### src/rtl/ifetch.sv
// Instruction fetch: issues one memory read at a time and buffers returned words
// with their PCs in a small circular queue feeding decode; flush redirects fetch.
module ifetch #(
   parameter int          QUEUE_DEPTH = 4,
   parameter logic [31:0] RESET_PC    = 32'h0
) (
   input  logic        clk,
   input  logic        rst,
   input  logic        rdy,
   output logic        mem_req,
   output logic [31:0] mem_addr,
   input  logic        mem_done,
   input  logic [31:0] mem_inst,
   input  logic        flush,
   input  logic [31:0] flush_pc,
   output logic        out_valid,
   output logic [31:0] out_inst,
   output logic [31:0] out_pc,
   input  logic        out_ready,
   output logic [1:0]  dbg_state_o
);

   localparam int AW = $clog2(QUEUE_DEPTH);
   localparam int CW = AW + 1;
   localparam logic [CW-1:0] DEPTH_C = CW'(QUEUE_DEPTH);
   localparam logic [AW-1:0] ONE_A   = AW'(1);
   localparam logic [CW-1:0] ONE_C   = CW'(1);

   typedef enum logic [1:0] {
      IDLE = 2'd0,
      BUSY = 2'd1,
      DROP = 2'd2
   } state_t;

   state_t        state_q;
   logic [31:0]   fetch_pc_q;
   logic [31:0]   mem_addr_q;
   logic          mem_req_q;
   logic [AW-1:0] head_q;
   logic [AW-1:0] tail_q;
   logic [CW-1:0] count_q;
   logic [31:0]   inst_mem_q [QUEUE_DEPTH];
   logic [31:0]   pc_mem_q   [QUEUE_DEPTH];

   logic          do_push;
   logic          do_pop;
   logic [31:0]   flush_pc_al;

   always_comb begin
      do_pop      = (count_q != '0) && out_ready && !flush;
      do_push     = (state_q == BUSY) && mem_done && !flush;
      flush_pc_al = flush_pc & ~32'h3;
   end

   always_ff @(posedge clk) begin
      if (rst) begin
         state_q    <= IDLE;
         fetch_pc_q <= RESET_PC;
         mem_req_q  <= 1'b0;
         mem_addr_q <= '0;
         head_q     <= '0;
         tail_q     <= '0;
         count_q    <= '0;
      end else if (rdy) begin
         if (flush) begin
            head_q     <= '0;
            tail_q     <= '0;
            count_q    <= '0;
            fetch_pc_q <= flush_pc_al;
            mem_req_q  <= 1'b0;
            // A response still owed by memory must be swallowed in DROP; once it
            // arrives (even alongside a flush) nothing is outstanding, so go IDLE.
            case (state_q)
               BUSY:    state_q <= mem_done ? IDLE : DROP;
               DROP:    state_q <= mem_done ? IDLE : DROP;
               default: state_q <= IDLE;
            endcase
         end else begin
            if (do_push) begin
               inst_mem_q[tail_q] <= mem_inst;
               pc_mem_q[tail_q]   <= fetch_pc_q;
               tail_q             <= tail_q + ONE_A;
            end
            if (do_pop) begin
               head_q <= head_q + ONE_A;
            end
            case ({do_push, do_pop})
               2'b10:   count_q <= count_q + ONE_C;
               2'b01:   count_q <= count_q - ONE_C;
               default: ;
            endcase

            // Requests only start with a free slot, so a push never finds the queue full.
            case (state_q)
               IDLE: begin
                  if (count_q < DEPTH_C) begin
                     mem_req_q  <= 1'b1;
                     mem_addr_q <= fetch_pc_q;
                     state_q    <= BUSY;
                  end
               end
               BUSY: begin
                  if (mem_done) begin
                     fetch_pc_q <= fetch_pc_q + 32'd4;
                     mem_req_q  <= 1'b0;
                     state_q    <= IDLE;
                  end
               end
               DROP: begin
                  if (mem_done) begin
                     state_q <= IDLE;
                  end
               end
               default: state_q <= IDLE;
            endcase
         end
      end
   end

   assign mem_req     = mem_req_q;
   assign mem_addr    = mem_addr_q;
   assign out_valid   = (count_q != '0);
   assign out_inst    = inst_mem_q[head_q];
   assign out_pc      = pc_mem_q[head_q];
   assign dbg_state_o = state_q;

endmodule

### config.mk
export PLATFORM = sky130hd
export DESIGN_NAME = ifetch
export DESIGN_NICKNAME = d
export VERILOG_FILES = /design/src/rtl/ifetch.sv
export SDC_FILE = /design/constraint.sdc
export NUM_CORES = 1
export LEC_CHECK = 0
export BUFFER_PORTS_ARGS = -buffer_cell sky130_fd_sc_hd__buf_2
export CAP_MARGIN = 20
export CORE_MARGIN = 3
export CORE_UTILIZATION = 60
export CTS_BUF_LIST = sky130_fd_sc_hd__clkbuf_4 sky130_fd_sc_hd__clkbuf_8
export CTS_CLUSTER_DIAMETER = 150
export DETAILED_ROUTE_END_ITERATION = 12
export PLACE_DENSITY_LB_ADDON = 0.12
export SLEW_MARGIN = 20
export SYNTH_ARGS = -nofsm -noshare
export SYNTH_HDL_FRONTEND = slang
export SYNTH_SLANG_ARGS = --single-unit
### constraint.sdc
create_clock -name clk -period 8.2 [get_ports clk]
set_input_delay 1.23 -clock clk [delete_from_list [all_inputs] [get_ports clk]]
set_output_delay 1.23 -clock clk [all_outputs]
set_load 0.1 [all_outputs]
==> flow_summary.ini <==
[grt]
globalRouteOverflowTotal = 0
maximum_number_of_pins_on_one_net_before_global_route_repair = 68
global_route_wire_length_before_repair_um = 41000
global_route_total_usage_across_every_layer_pct = 23.1
antenna_found_initial = 1
first_global_vias = 7793

[synth]
synth.yosys.seq_area_share_pct = 70.6
post_synthesis_cell_area_sq_um = 12600
async_flop_share_pct = 0
yosys_register_bits = 320
netlist-cell-type-count = 63
post_synth.cell_area_avg_sq_um = 15.7
synth_enable_flop_cells = 248
synth_flop_cell = sky130_fd_sc_hd__edfxtp_1
synthCells = 802
yosys_warnings = 0

[timing]
report.final.hold_viol_count = 0
finalSetupViolCount = 0
rsz0062_at_grt = false
slew_violations = 0
worst_slew_pin_slew_ps = 952
maxClockFrequency_mhz = 243
maxSlewHeadroom_pct = 36.5
finClkSkew_ps = 24.4
timing.final.crit_share_pct = 50.1
timing.setup.tns_ps = 0
timing.final.crit_period_ps = 4110

[place]
place.detailed.hpwl_um = 15700
detailed_place.area_sq_um = 13600
gp_routability_congestion = 0.820
port_buffers = 163

[routing]
drt_drc_violations_left = 0
drt_pass1_iterations = 7
avgViaCountPerCell = 5.99
detail_route.wirelength_um = 26000
wl_cell_um = 20.2
routed_antenna_nets = 0
via_count = 7697
drt_first_iter_violations = 756

[clock_tree]
numCtsBuffers = 48
clkLatencyLatePin_ps = 550
clk_transition_reported_paths_ps = 60
clock_tree.buffer_depth = 3
post_cts_hold_buffer_count = 0
cts_resized = 0
post_cts_repair_timing_setup_buffer_count = 0
clock_tree_from_tritoncts = done
numClockSinks = 320
buffer_type_at_the_clock_tree_root = sky130_fd_sc_hd__clkbuf_8
htree_num_levels = 2

[layout]
finalNetCount = 1056
area_delta_synth_final_pct = 15.7
final_cell_area_sq_um = 14600
final_layout_size_suffix_gt1_share_pct = 32.9

[floorplan]
core.rowCount = 52
i_o_pins = 170
floorplan.core_area_sq_um = 20400
fp.dieArea_sq_um = 22800
die_outline_height_um = 151
dieWidth_um = 151
start_util_pct = 61.7

[power_and_ir_drop]
vdd.ir_drop.worst_uv = 145
report.power.total_mw = 3.17
total_leakage_power_nw = 4.97
powerDensity_nw_per_um2 = 218

[worst_hold_path]
holdPathStages = 2
worst_hold_path_type = flop to flop

[setup_path]
worst-r2r-cell-count = 6
worst-setup-path-type = flop to output port
required_time_of_the_worst_setup_path_ps = 6970
cp_data_arrival_time_ps = 2880
timing.critical_path.from_type = flop
critPathCaptureType = output port
cp_max_fo = 43

[status]
outcome = completed

[job]
max_cap_violations = 0
power breakdown:
part	total [mW]	switching, mW	internal (mW)
Clock	1.23	0.555	0.677
Sequential	1.79	0.0276	1.76
Combinational	0.153	0.112	0.0406
per-layer routing:
layer | GRT usage (%) | up-vias | share of wire (%)
met5 | 0 | - | 0
met4 | 6.26 | 0 | 1.5
met3 | 4.97 | 36 | 8.3
met2 | 37.7 | 350 | 49
met1 | 31.9 | 3809 | 41
li1 | - | 3502 | -
critical path: stages (launching register included):
cell	delay, ps
sky130_fd_sc_hd__dfxtp_4	610
sky130_fd_sc_hd__buf_4	760
sky130_fd_sc_hd__mux4_2	620
sky130_fd_sc_hd__buf_2	310
stage by stage:
| stage | util (%) | instances | hold WS (ps) | setup WS, ps |
|---|---|---|---|---|
| floorplan | - | 805 | 455 | 4310 |
| global placement | 66.8 | 1198 | 442 | 4250 |
| detailed placement | 66.8 | 1198 | 446 | 4180 |
| CTS | 71.3 | 1283 | 454 | 3950 |
| global route | 71.3 | 1284 | 470 | 3830 |
| finish | 71.3 | 1284 | 454 | 4090 |
cell type report:
class	instances	area, sq um
Sequential cell	320	8890
Fill cell	1338	5860
Multi-Input combinational cell	422	3460
Timing Repair Buffer	175	906
Clock buffer	74	875
Tap cell	270	338
Clock inverter	11	52.6
Inverter	11	41.3
Antenna cell	1	2.50
registers in the layout, indices dropped and copies added, names as in the netlist, named ones only:
signal	count
count_q	3
tail_q	2
mem_req	1
dbg_state_o	2
head_q	2
mem_addr	30
pc_mem_q	120
fetch_pc_q	30
inst_mem_q	128
synth_stat cells, types with 5 or more instances:
cell type,instances,area share (%)
sky130_fd_sc_hd__a211oi_1,5,0.30
sky130_fd_sc_hd__a21oi_1,54,2.1
sky130_fd_sc_hd__a22oi_1,8,0.48
sky130_fd_sc_hd__a31oi_1,10,0.50
sky130_fd_sc_hd__and2_1,10,0.50
sky130_fd_sc_hd__and3_1,7,0.35
sky130_fd_sc_hd__buf_1,6,0.18
sky130_fd_sc_hd__buf_2,9,0.36
sky130_fd_sc_hd__clkbuf_1,32,0.95
sky130_fd_sc_hd__dfxtp_1,72,11
sky130_fd_sc_hd__edfxtp_1,248,59
sky130_fd_sc_hd__ha_1,7,0.70
sky130_fd_sc_hd__inv_1,10,0.30
sky130_fd_sc_hd__mux4_2,62,11
sky130_fd_sc_hd__nand2_1,86,2.6
sky130_fd_sc_hd__nand3_1,17,0.68
sky130_fd_sc_hd__nand4_1,14,0.70
sky130_fd_sc_hd__nor2_1,27,0.80
sky130_fd_sc_hd__nor3_1,13,0.52
sky130_fd_sc_hd__o21ai_0,16,0.64
sky130_fd_sc_hd__o21ai_1,9,0.36
sky130_fd_sc_hd__o31ai_1,5,0.30
path summary, 6_finish.rpt:
check	from	end	slack [ps]
worst min register to register	mem_addr[31]	mem_addr[31]	450
worst min-delay path	mem_addr[31]	mem_addr[31]	450
worst max register to register	dbg_state_o[0]	pc_mem_q[2][2]	5220
worst max-delay path	flop	out_inst[8]	4090
cells in the final DEF, fill, tap and decap left out, types with 3 or more instances in the layout:
cell                       synthesis  final
sky130_fd_sc_hd__and4_1            3      3
sky130_fd_sc_hd__buf_2             9    163
sky130_fd_sc_hd__clkbuf_4          0     23
sky130_fd_sc_hd__a21oi_1          54     54
sky130_fd_sc_hd__nand4_1          14     14
sky130_fd_sc_hd__and2_2            0      4
sky130_fd_sc_hd__o22ai_1           4      4
sky130_fd_sc_hd__nand3_1          17     17
sky130_fd_sc_hd__clkbuf_8          0     51
sky130_fd_sc_hd__buf_4             4     12
sky130_fd_sc_hd__ha_1              7      7
sky130_fd_sc_hd__inv_1            10     10
sky130_fd_sc_hd__and2_1           10      6
sky130_fd_sc_hd__nand2b_1          3      3
sky130_fd_sc_hd__mux4_2           62     62
sky130_fd_sc_hd__a22o_1            3      3
sky130_fd_sc_hd__nor2_1           27     27
sky130_fd_sc_hd__nor2b_1           3      3
sky130_fd_sc_hd__a22oi_1           8      8
sky130_fd_sc_hd__mux2i_1           4      4
sky130_fd_sc_hd__a211oi_1          5      5
sky130_fd_sc_hd__nor3_1           13     13
sky130_fd_sc_hd__clkinv_1          0      7
sky130_fd_sc_hd__a31oi_1          10     10
sky130_fd_sc_hd__o31ai_1           5      5
sky130_fd_sc_hd__and3_1            7      7
sky130_fd_sc_hd__edfxtp_1        248    248
sky130_fd_sc_hd__dfxtp_1          72     70
sky130_fd_sc_hd__nand2_1          86     86
sky130_fd_sc_hd__conb_1            1      4
sky130_fd_sc_hd__o21ai_1           9      8
sky130_fd_sc_hd__nor4_1            3      3
sky130_fd_sc_hd__o32ai_1           3      3
sky130_fd_sc_hd__o21ai_0          16     16
sky130_fd_sc_hd__or3_1             4      4
logic make-up (layout without fill, tap and decap cells):
kind of cell	Yosys count	in the layout	share of synthesized area [%]
xor gates and xnor gates	3	3	0.209
buffers and inverters	63	271	2.15
AOI/OAI and AO/OA	138	138	6.83
DFF	320	320	70.6
and+or+nand+nor	203	203	7.97
other	1	5	0.0298
muxes	66	66	11.4
adders and majority gates	8	8	0.854
(Power assumes the default switching activity.)
